$ cat config.mk
export PLATFORM = sky130hd
export DESIGN_NAME = bound_left_right_cut_flat
export DESIGN_NICKNAME = d
export VERILOG_FILES = /design/src/rtl/bound_left_right_cut_if.sv /design/src/rtl/bound_left_right_cut.sv /design/src/flat_wrapper.sv
export SDC_FILE = /design/constraint.sdc
export NUM_CORES = 1
export LEC_CHECK = 0
export CAP_MARGIN = 20
export CORE_MARGIN = 2
export CORE_UTILIZATION = 55
export CTS_CLUSTER_DIAMETER = 40
export CTS_CLUSTER_SIZE = 30
export DETAILED_ROUTE_END_ITERATION = 12
export PLACE_DENSITY = 0.83
export SLEW_MARGIN = 10
export SYNTH_ARGS = -nofsm -noshare
export SYNTH_HDL_FRONTEND = slang
export SYNTH_SLANG_ARGS = --single-unit
$ cat constraint.sdc
create_clock -name clk -period 4.8 [get_ports clk]
set_input_delay 0.72 -clock clk [delete_from_list [all_inputs] [get_ports clk]]
set_output_delay 0.72 -clock clk [all_outputs]
set_load 0.05 [all_outputs]
$ cat src/rtl/bound_left_right_cut_if.sv
// ---------------------------------------------------------------------------
// bound_left_right_cut_if
// Video stream bundle for bound_left_right_cut: the padded input line, the
// cropped output line and the sticky line-length error flag.
//   din_vsync  : input frame-valid
//   din_hsync  : input line-valid (padded line, IW+KSZ-1 cycles)
//   din        : input pixel, qualified by din_hsync
//   dout_vsync : output frame-valid (din_vsync delayed one clock)
//   dout_hsync : output line-valid (IW cycles per well-formed line)
//   dout       : output pixel, qualified by dout_hsync
//   len_err    : sticky input line-length mismatch flag
// Modports: master = stream source / sink side, slave = cropping block side.
// ---------------------------------------------------------------------------
interface bound_left_right_cut_if #(
   parameter int DW = 8
);
   logic          din_vsync;
   logic          din_hsync;
   logic [DW-1:0] din;
   logic          dout_vsync;
   logic          dout_hsync;
   logic [DW-1:0] dout;
   logic          len_err;

   modport master (
      output din_vsync, din_hsync, din,
      input  dout_vsync, dout_hsync, dout, len_err
   );

   modport slave (
      input  din_vsync, din_hsync, din,
      output dout_vsync, dout_hsync, dout, len_err
   );
endinterface

$ cat src/rtl/bound_left_right_cut.sv
// ---------------------------------------------------------------------------
// bound_left_right_cut
// Strips the PAD = (KSZ-1)/2 border pixels that a KSZ x KSZ window filter
// added on the left and right of every line, restoring lines of IW pixels.
// All outputs are registered: one clock of latency from din/din_hsync to
// dout/dout_hsync, and dout_vsync is din_vsync delayed one clock.
//   clk : single clock, rising edge
//   rst : synchronous, active-high reset
//   bus : bound_left_right_cut_if.slave (din_* in, dout_* / len_err out)
// Parameters: KSZ kernel edge (3, 5 or 7), DW pixel width, IW image width.
// ---------------------------------------------------------------------------
module bound_left_right_cut #(
   parameter int KSZ = 3,
   parameter int DW  = 8,
   parameter int IW  = 640
) (
   input logic                   clk,
   input logic                   rst,
   bound_left_right_cut_if.slave bus
);

   localparam int          PAD       = (KSZ - 1) / 2;
   localparam logic [13:0] COL_FIRST = 14'(PAD);
   localparam logic [13:0] COL_LAST  = 14'(PAD + IW - 1);
   localparam logic [13:0] LINE_LEN  = 14'(IW + KSZ - 1);
   localparam logic [13:0] COL_MAX   = 14'h3FFF;

   // UNARMED: just out of reset, waiting for a blank cycle so a line already
   // in progress is not treated as a line. IDLE: between lines. LINE: inside.
   typedef enum logic [1:0] {
      ST_UNARMED = 2'd0,
      ST_IDLE    = 2'd1,
      ST_LINE    = 2'd2
   } state_t;

   state_t        state_q, state_d;
   logic [13:0]   col_q;
   logic          active;
   logic          line_end;
   logic          keep;
   logic          vsync_rise;

   logic          vsync_q;
   logic          hsync_q;
   logic [DW-1:0] pix_q;
   logic          err_q;

   // NOTE: every signal assigned here gets a default first, so no path can
   // leave one unassigned and infer a latch.
   always_comb begin
      state_d  = state_q;
      active   = 1'b0;
      line_end = 1'b0;
      case (state_q)
         ST_UNARMED: begin
            if (!bus.din_hsync) state_d = ST_IDLE;
         end
         ST_IDLE: begin
            active = bus.din_hsync;
            if (bus.din_hsync) state_d = ST_LINE;
         end
         ST_LINE: begin
            active   = bus.din_hsync;
            line_end = !bus.din_hsync;
            if (!bus.din_hsync) state_d = ST_IDLE;
         end
         default: state_d = ST_UNARMED;
      endcase
   end

   // col_q is the column index of the current input cycle; it is 0 on the
   // first high cycle because every low cycle forces it back to 0.
   assign keep       = active && (col_q >= COL_FIRST) && (col_q <= COL_LAST);
   assign vsync_rise = bus.din_vsync && !vsync_q;

   // NOTE: registered state uses non-blocking assignments so every flop
   // samples the pre-edge values regardless of statement order.
   always_ff @(posedge clk) begin
      if (rst) begin
         state_q <= ST_UNARMED;
         col_q   <= '0;
         vsync_q <= 1'b0;
         hsync_q <= 1'b0;
         pix_q   <= '0;
         err_q   <= 1'b0;
      end else begin
         state_q <= state_d;
         vsync_q <= bus.din_vsync;
         hsync_q <= keep;
         pix_q   <= keep ? bus.din : '0;

         if (active) col_q <= (col_q == COL_MAX) ? col_q : col_q + 14'd1;
         else        col_q <= '0;

         // At a line end col_q holds the number of high cycles in the line.
         // The set is tested first so it wins over a same-cycle frame start.
         if (line_end && (col_q != LINE_LEN)) err_q <= 1'b1;
         else if (vsync_rise)                 err_q <= 1'b0;
      end
   end

   assign bus.dout_vsync = vsync_q;
   assign bus.dout_hsync = hsync_q;
   assign bus.dout       = pix_q;
   assign bus.len_err    = err_q;

endmodule

$ cat src/flat_wrapper.sv
// flat-port wrapper written by rule: the top's interface ports become plain ports
module bound_left_right_cut_flat 
#(
   parameter int KSZ = 3,
   parameter int DW  = 8,
   parameter int IW  = 640
)
  (clk, rst, bus_din_vsync, bus_din_hsync, bus_din, bus_dout_vsync, bus_dout_hsync, bus_dout, bus_len_err);
  bound_left_right_cut_if #(.DW(DW)) bus_i ();
  input logic clk;
  input logic rst;
  input wire logic [$bits(bus_i.din_vsync)-1:0] bus_din_vsync;
  input wire logic [$bits(bus_i.din_hsync)-1:0] bus_din_hsync;
  input wire logic [$bits(bus_i.din)-1:0] bus_din;
  output wire logic [$bits(bus_i.dout_vsync)-1:0] bus_dout_vsync;
  output wire logic [$bits(bus_i.dout_hsync)-1:0] bus_dout_hsync;
  output wire logic [$bits(bus_i.dout)-1:0] bus_dout;
  output wire logic [$bits(bus_i.len_err)-1:0] bus_len_err;
  assign bus_i.din_vsync = bus_din_vsync;
  assign bus_i.din_hsync = bus_din_hsync;
  assign bus_i.din = bus_din;
  assign bus_dout_vsync = bus_i.dout_vsync;
  assign bus_dout_hsync = bus_i.dout_hsync;
  assign bus_dout = bus_i.dout;
  assign bus_len_err = bus_i.len_err;
  bound_left_right_cut #(.KSZ(KSZ), .DW(DW), .IW(IW)) u_core (.clk(clk), .rst(rst), .bus(bus_i));
endmodule
==> impl_results.md, run 1 <==
* Outcome: complete, no violations
* DR pass1 iterations at 4
* Routed Wire Length at 2660 um
* Die span in x at 53.1 um
* CP arrival at 1500 ps
* Pwr per Cell Area at 236 mW/mm2
* Final period util at 0.462
* Final setup violating endpoints at 0
* Crit Path Max Fanout at 2
* Ys async rst share at 0
* Max Cap Violations at 0
* CTS Buf Count at 3
* Fraction of layout cells with a size suffix above 1 at 0.0667
* Worst-path cell chain: clkdlybuf4s50_1
* Num rows at 17
* Drt wl/cell at 13.8 um
* Slowest cell on the critical path: clkdlybuf4s50_1
* Critical Path Start: u_core.bus.dout_vsync
* Vias in the first global route at 1061
* Clock Skew at 0.802 ps
* Worst Tran Pin Value at 701 ps
* Leakage power at 0.533 nW
* Worst R2R End: u_core.col_q[5]
* H-Tree Depth at 1
* WP depth at 1
* Max rail drop VDD at 0.193 mV
* Number of synthesized register bits at 27
* Num ports at 23
* Post-CTS Hold Buffers at 0
* Critical R2R Launch: u_core.col_q[1]
* HPWL Detailed at 1970 um
* EDFF count, synth at 0
* Hold WC Path Type: flip-flop to flip-flop
* Clk sink count at 27
* Leading area contributor after synthesis: dfxtp_1
* Gr ovfl total at 0
* Clock slew at reported path FFs at 140 ps
* Syn nets at 166
* Synth top area cells: dfxtp_1 41%, ha_1 9.4%, nor2_1 4.5%
* DR iter-0 viols at 34
* Commonest cells in the netlist: 27 x dfxtp_1, 16 x nor2_1, 10 x a21oi_1, 10 x ha_1, 10 x inv_1
* Yosys cell types at 35
* CTS max path bufs at 2
* Syn_area_per_cell at 9.20 um2
* Post-DRT Antenna Nets at 0
* Largest net degree at the start of global routing at 17
* Max transition margin at 0.529
* Clock insertion delay at the later pin of the skew report at 330 ps
* Core area at 0.00225 mm2
* Total Routing Usage GR at 0.214
* Ys Warns at 0
* Reg2reg setup slack at 2620 ps
* Mapped cell area at 0.00133 mm2
* Setup Fix Bufs, Post-CTS at 0
* Ys flop type: dfxtp_1
* Starting density of the core at 0.588
* Routability cong. at 0.814
* FMAX at 0.451 GHz
* Seq/Total Area, Yosys at 0.408
* Via density at 5.72
* Layout Cells excl Fill at 193
* R2R cell count at 5
* Buffers and inverters on the worst path at 1
* Post-CTS sizing at 0
* Top Family by Delay on Critical Path: buffers and inverters
* TNS Setup at 0 ps
* Crit end category: primary output
* First-pass GRT wire length at 4440 um
* Area growth, synth to finish at 18.5%
* Crit start category: flip-flop
* Die Ht at 53.1 um
* # diodes at 0
* # DRC at 0
* Critical path class: flip-flop to primary output
* Buffers on Ports at 22
* Final-stage net count at 188
* CTS tree: yes
* Synth Instances at 144
* Inst Count DP at 189
* Setup crit end: bus_dout_vsync
* Clock period minus worst slack at 2220 ps
* DIE AREA at 0.00282 mm2
* Vias at 1104
* RSZ-0062 raised after global routing: false
* Largest stage delay, worst path at 810 ps
* Initial antenna violation count at 0
* Area fraction of the dominant cell type after synthesis at 0.408
* Most frequent cell after synthesis: dfxtp_1
* Max-slew violation count at 0
* Clk root buf: clkbuf_4
* Final hold violation count at 0
* Critical Path RT at 4080 ps
## flip-flops by register name, summed over array words and instances, names as in the netlist
name / flops
u_core.bus.len_err: 1
u_core.state_q: 2
u_core.bus.dout_vsync: 1
u_core.col_q: 14
u_core.bus.dout: 8
u_core.bus.dout_hsync: 1
## area by class of cell
type,count,area (um2)
Multi-Input combinational cell,102,709
Clock inverter,1,5.00
Fill cell,184,684
Clock buffer,3,22.5
Inverter,10,37.5
Tap cell,28,35.0
Sequential cell,27,541
Timing Repair Buffer,22,220
## layer usage
metal	vias to the layer above	GRT usage	wire, um
met5	-	0	0
met4	0	0.103	40
met3	5	0.0282	140
met2	29	0.373	1320
met1	515	0.258	1160
li1	555	-	-
## cells by family (layout without fill, tap and decap cells)
logic type                 Yosys count  in the layout  share of synthesized area
and+or+nand+nor                     60             60                      0.261
AOI/OAI and AO/OA                   28             28                      0.153
DFF                                 27             27                      0.408
buffers and inverters               15             36                     0.0567
adders and majority gates           10             10                     0.0944
xor gates and xnor gates             3              3                     0.0198
muxes                                1              1                    0.00755
## power breakdown
group	internal, mW	switching, mW
clock	0.0313	0.0682
sequential	0.228	0.00351
combinational	0.0186	0.0208
total	0.278	0.0925
## placed cells by master (no fill, tap or decap)
cell type and instances:
o211ai_1 1, o31ai_1 3, nand3_1 6, or4_1 5, nor4b_1 1, and4_1 2
and2_1 8, clkinv_2 1, nand2_1 7, mux2i_1 1, a31oi_1 1, a21oi_1 10
ha_1 10, dfxtp_1 27, nor4_1 2, nor2_1 16, a41oi_1 2, nand4_1 3
or2_0 1, nor3_1 1, nor4_4 1, a211o_1 1, xnor2_1 3, a2111oi_4 1
a2111oi_2 1, clkbuf_4 3, or2_2 1, or4_4 1, a311oi_1 2, and3_2 2
or3_1 3, o21ai_0 6, inv_1 10, clkdlybuf4s50_1 22
## through the flow
| step | setup slack [ps] | hold WS (ps) | power (mW) | utilization | area, um2 |
|---|---|---|---|---|---|
| CTS | 2580 | 502 | 0.371 | 0.696 | 1570 |
| global placement | 2400 | 483 | 0.273 | 0.684 | 1540 |
| global route | 2360 | 544 | 0.383 | 0.696 | 1570 |
| detailed placement | 2380 | 485 | 0.275 | 0.684 | 1540 |
| floorplan | 3020 | 465 | 0.258 | - | 1330 |
| finish | 2580 | 505 | 0.370 | 0.696 | 1570 |
## how the worst min path moves through the flow
| stage | start | endpoint | slack, ps | cells after the start |
|---|---|---|---|---|
| after floorplan | u_core.col_q[8] | u_core.col_q[8] | 470 | 1 |
| after global placement | u_core.bus.len_err | u_core.bus.len_err | 480 | 2 |
| after detailed placement | u_core.bus.len_err | u_core.bus.len_err | 490 | 2 |
| after CTS | u_core.bus.len_err | u_core.bus.len_err | 500 | 2 |
| after global routing | u_core.bus.len_err | u_core.bus.len_err | 540 | 2 |
| final | u_core.bus.len_err | u_core.bus.len_err | 500 | 2 |
No activity file was read; power rests on OpenSTA's default activity.
==> inputs of run 2 (changes only) <==
- CORE_UTILIZATION: 55 -> 51
- PLACE_DENSITY: 0.83 -> 0.77
- clock period: 4.8 -> 2.3 ns (I/O delays scaled with it)
==> run 2 against run 1 <==
Compared with the run above: via count up 0.45%; critical path depth up 5; die area up 7.2%; sequential share of layout area down 0.43 points; critical endpoint is now u_core.col_q[11]; largest cell class unchanged; largest power group unchanged.
==> impl_results.md, run 2 (synthesis gave the netlist of run 1 again) <==
* # diodes at 0
* Final setup violating endpoints at 0
* R2R cell count at 6
* Gr ovfl total at 0
* Clock Skew at 4.09 ps
* CTS max path bufs at 2
* Combinational Power Share at 0.104
* Core area at 0.00248 mm2
* Max transition margin at 0.635
* FMAX at 0.519 GHz
* Largest net degree at the start of global routing at 17
* Final-stage net count at 190
* Crit start category: flip-flop
* Starting density of the core at 0.535
* Biggest register: u_core.col_q
* Buffers and inverters on the worst path at 1
* Worst Hold Launch: u_core.bus.len_err
* Layout Cells excl Fill at 197
* Clock period minus worst slack at 1930 ps
* Hold Path Depth at 2
* Post-DRT Antenna Nets at 0
* CP arrival at 2210 ps
* Most common cell after layout, fill and taps aside: dfxtp_1
* Total Routing Usage GR at 0.208
* Clock slew at reported path FFs at 150 ps
* Final hold violation count at 0
* Worst-path cell chain: ha_1 > nand4_1 > nor4_4 > buf_4 > or4_1 > a21oi_1
* DR iter-0 viols at 17
* Commonest non-fill, non-tap cells in the layout: 27 x dfxtp_1, 22 x clkdlybuf4s50_1, 16 x nor2_1
* Largest stage delay, worst path at 500 ps
* Routed Wire Length at 2760 um
* # DRC at 0
* Leakage power at 0.540 nW
* Via density at 5.63
* Critical Path RT at 2580 ps
* Net Sw Power at 0.199 mW
* HPWL Detailed at 2100 um
* H-Tree Depth at 1
* Clk sink count at 27
* Hold Path End: u_core.bus.len_err
* Hold WC Path Type: flip-flop to flip-flop
* Critical path class: flip-flop to flip-flop
* Post-CTS sizing at 0
* Inst Count DP at 193
* Slowest cell on the critical path: or4_1
* Final period util at 0.837
* Buffers on Ports at 22
* Top Family by Delay on Critical Path: simple AND/OR/NAND/NOR gates
* Power share of the clock group at 0.277
* First-pass GRT wire length at 4430 um
* Routability cong. at 0.757
* Max reg flops at 14
* Post-CTS Hold Buffers at 0
* Crit Path Max Fanout at 8
* Fraction of layout cells with a size suffix above 1 at 0.0778
* Vias in the first global route at 1020
* Clock insertion delay at the later pin of the skew report at 330 ps
* Critical R2R Launch: u_core.col_q[0]
* Max rail drop VDD at 0.380 mV
* DR pass1 iterations at 4
* Area growth, synth to finish at 20.0%
* TNS Setup at 0 ps
* Setup Fix Bufs, Post-CTS at 0
* Num rows at 18
* Worst R2R End: u_core.col_q[11]
* Power, Total at 0.780 mW
* Pwr per Cell Area at 490 mW/mm2
* Die span in x at 55.0 um
* Vias at 1109
* Internal power at 0.581 mW
* Reg2reg setup slack at 370 ps
* DIE AREA at 0.00302 mm2
* Max-slew violation count at 0
* Max Cap Violations at 0
* CTS tree: yes
* Die Ht at 55.0 um
* Crit end category: flip-flop
* Worst Tran Pin Value at 539 ps
* Initial antenna violation count at 0
* RSZ-0062 raised after global routing: false
* Outcome: complete, no violations
* Drt wl/cell at 14.0 um
* CTS Buf Count at 3
* Switching Share at 0.255
* Num ports at 23
* Clk root buf: clkbuf_4
* Reg power frac at 0.620
[run 2: worst max-delay path by stage]
stage / start / slack (ps) / endpoint / cells past startpoint
after global placement: bus_din_hsync / 270 / u_core.col_q[4] / 5
after global routing: u_core.state_q[0] / 200 / u_core.bus.dout[0] / 6
after floorplan: u_core.state_q[0] / 530 / u_core.col_q[4] / 7
final: u_core.col_q[0] / 370 / u_core.col_q[11] / 6
after detailed placement: bus_din_hsync / 220 / u_core.bus.dout[6] / 5
after CTS: u_core.state_q[0] / 360 / u_core.bus.dout[6] / 6
[run 2: cell type report]
type                       count  area (um2)
timing repair buffer          24         235
clock inverter                 1        7.51
inverter                      10        37.5
tap                           30        37.5
clock buffer                   3        22.5
multi-input combinational    102         709
sequential                    27         541
fill                         216         887
[run 2: worst min-delay path: stages, from the launching register on]
cell and delay, ps:
dfxtp_1 340, o21ai_0 70, a21oi_1 70
[run 2: metal layers]
metal / track usage / wire (um) / vias to the layer above
met5: 0 / 0 / -
met4: 0.0976 / 53 / 0
met3: 0.0323 / 118 / 5
met2: 0.371 / 1400 / 21
met1: 0.243 / 1200 / 521
li1: - / - / 562
[run 2: stage by stage]
stage,setup slack [ps],util,area [um2],hold slack (ps)
floorplan,534,-,1330,412
global placement,269,0.630,1560,474
detailed placement,222,0.630,1560,499
CTS,360,0.642,1590,519
global route,203,0.642,1590,539
finish,374,0.642,1590,512
[run 2: power groups by stage]
stage,logic [mW],clock network [mW],registers (mW)
2_1_floorplan,0.0384,0,0.501
3_3_place_gp,0.0782,0,0.492
3_5_place_dp,0.0812,0,0.493
4_1_cts,0.0818,0.219,0.483
5_1_grt,0.0915,0.235,0.485
6_report,0.0810,0.216,0.483
==> inputs of run 3 (changes only) <==
- CORE_UTILIZATION: 51 -> 46
- PLACE_DENSITY: 0.77 -> 0.74
- clock period: 2.3 -> 1.7 ns (I/O delays scaled with it)
==> run 3 against run 2 <==
Compared with the run above: power grew 37%; wire length grew 15%; core utilization grew 1.6 points; highest routed layer unchanged; worst setup slack lost 340 ps; largest power group unchanged; critical path depth grew 2; register-to-register slack lost 340 ps; clock-buffer cell count is the same.
==> impl_results.md, run 3 (synthesis gave the netlist of run 1 again) <==
* Outcome: complete, no violations
* Hold WC Path Type: input port to flip-flop
* Num rows at 19
* H-Tree Depth at 1
* Gr ovfl total at 0
* FMAX at 0.602 GHz
* Most common cell after layout, fill and taps aside: buf_4
* Num ports at 23
* TNS Setup at 0 ps
* Crit end category: flip-flop
* Commonest non-fill, non-tap cells in the layout: 31 x buf_4, 21 x dfxtp_1, 16 x nor2_1
* DR iter-0 viols at 29
* Final instance area at 0.00181 mm2
* DR pass1 iterations at 5
* Drt wl/cell at 14.3 um
* Final setup violating endpoints at 0
* R2R cell count at 8
* Total Routing Usage GR at 0.206
* Final hold slack at 447 ps
* Max transition margin at 0.669
* CTS Buf Count at 3
* Layout Cells excl Fill at 223
* Area growth, synth to finish at 36.8%
* Crit start category: flip-flop
* Max rail drop VDD at 0.560 mV
* HPWL Detailed at 2250 um
* Initial antenna violation count at 0
* CTS max path bufs at 2
* Clock insertion delay at the later pin of the skew report at 330 ps
* Clock Skew at 8.43 ps
* Inst Count DP at 212
* CTS tree: yes
* Buffers on Ports at 22
* First-pass GRT wire length at 5370 um
* RSZ-0062 raised after global routing: true
* Final period util at 0.978
* Post-DRT Antenna Nets at 0
* Vias at 1234
* Max reg flops at 14
* Seq. cell area at 556 um2
* Final Util at 0.657
* Routed Wire Length at 3180 um
* Filler cells at 233
* Reg2reg setup slack at 40 ps
* Multi-input gate area at 742 um2
* Via density at 5.53
* Critical Path Start: u_core.col_q[0]
* DIE AREA at 0.00333 mm2
* CP arrival at 1950 ps
* # diodes at 0
* Hold Path End: u_core.bus.dout_vsync
* Clk root buf: clkbuf_4
* Leakage power at 0.716 nW
* Fraction of layout cells with a size suffix above 1 at 0.307
* # DRC at 0
* Pwr per Cell Area at 587 mW/mm2
* Worst Hold Launch: bus_din_vsync
* Starting density of the core at 0.480
* Max-slew violation count at 0
* Critical Path RT at 1990 ps
* Hold Path Depth at 3
* Routability cong. at 0.849
* Core area at 0.00276 mm2
* Die span in x at 57.7 um
* Critical path class: flip-flop to flip-flop
* Crit Path Max Fanout at 8
* Critical R2R Launch: u_core.col_q[0]
* Worst R2R End: u_core.col_q[4]
* Clock slew at reported path FFs at 150 ps
* Final-stage net count at 215
* Max Cap Violations at 0
* Die Ht at 57.7 um
* Vias in the first global route at 1264
* Clock period minus worst slack at 1660 ps
* Biggest register: u_core.col_q
* Clk sink count at 27
* Final hold violation count at 0
* Placed inst area at 0.00168 mm2
* Worst Tran Pin Value at 499 ps
* Largest net degree at the start of global routing at 16
## run 3: changes by cell type in the layout (fill, tap and decap cells not counted), moves of 3 or more
cell / change
dlygate4sd2_1: +4
dfxtp_4: +3
dfxtp_1: -6
buf_4: +29
dfxtp_2: +3
buf_6: +3
clkdlybuf4s50_1: -11
inv_1: -3
inv_2: +3
## run 3: repair_timing
action / CTS / global route
hold buffers: 0 / 0
pin swaps: 3 / 8
gates resized for setup: 10 / 14
buffers inserted: 6 / 1
setup endpoints to repair: 13 / 18
## run 3: report_power, final
group	total, mW	switching [mW]	internal (mW)
Sequential	0.648	0.00703	0.641
Combinational	0.134	0.0678	0.0659
Clock	0.283	0.195	0.0883
Total	1.06	0.270	0.795
## run 3: metal layers
layer  up-vias  global-route usage  routed length, um
li1        609                   -                  -
met4         0              0.0731                 33
met5         -                   0                  0
met1       592               0.227               1260
met3         6              0.0469                112
met2        27               0.383               1770
## run 3: critical path, cell delays in order, from the launching register on
cell     delay (ps)
dfxtp_4         390
ha_4            160
nand4_1         110
buf_6           130
nor4_4           40
buf_6           140
buf_4           130
or4_1           460
nand2_1          70
## run 3: worst max-delay path by stage
stage                              end  slack, ps  cells past startpoint
floorplan              u_core.col_q[4]         -2                      7
global placement       u_core.col_q[4]        -60                      5
detailed placement     u_core.col_q[4]        -60                      5
CTS                 u_core.bus.dout[4]         20                      6
global route          u_core.col_q[12]        -20                      7
finish                 u_core.col_q[4]         40                      8
## run 3: area by class of cell
| type | count | share of cell area |
|---|---|---|
| Tap cell | 31 | 0.0214 |
| Sequential cell | 27 | 0.306 |
| Multi-Input combinational cell | 102 | 0.409 |
| Clock inverter | 1 | 0.00276 |
| Clock buffer | 3 | 0.0124 |
| Timing Repair Buffer | 49 | 0.227 |
| Inverter | 10 | 0.0207 |
## run 3: stage by stage
stage	setup slack [ps]	total power, mW
2_1_floorplan	-2.39	0.733
3_3_place_gp	-56.7	0.785
3_5_place_dp	-56.7	0.791
4_1_cts	18.9	1.07
5_1_grt	-24.3	1.11
6_report	37.8	1.06
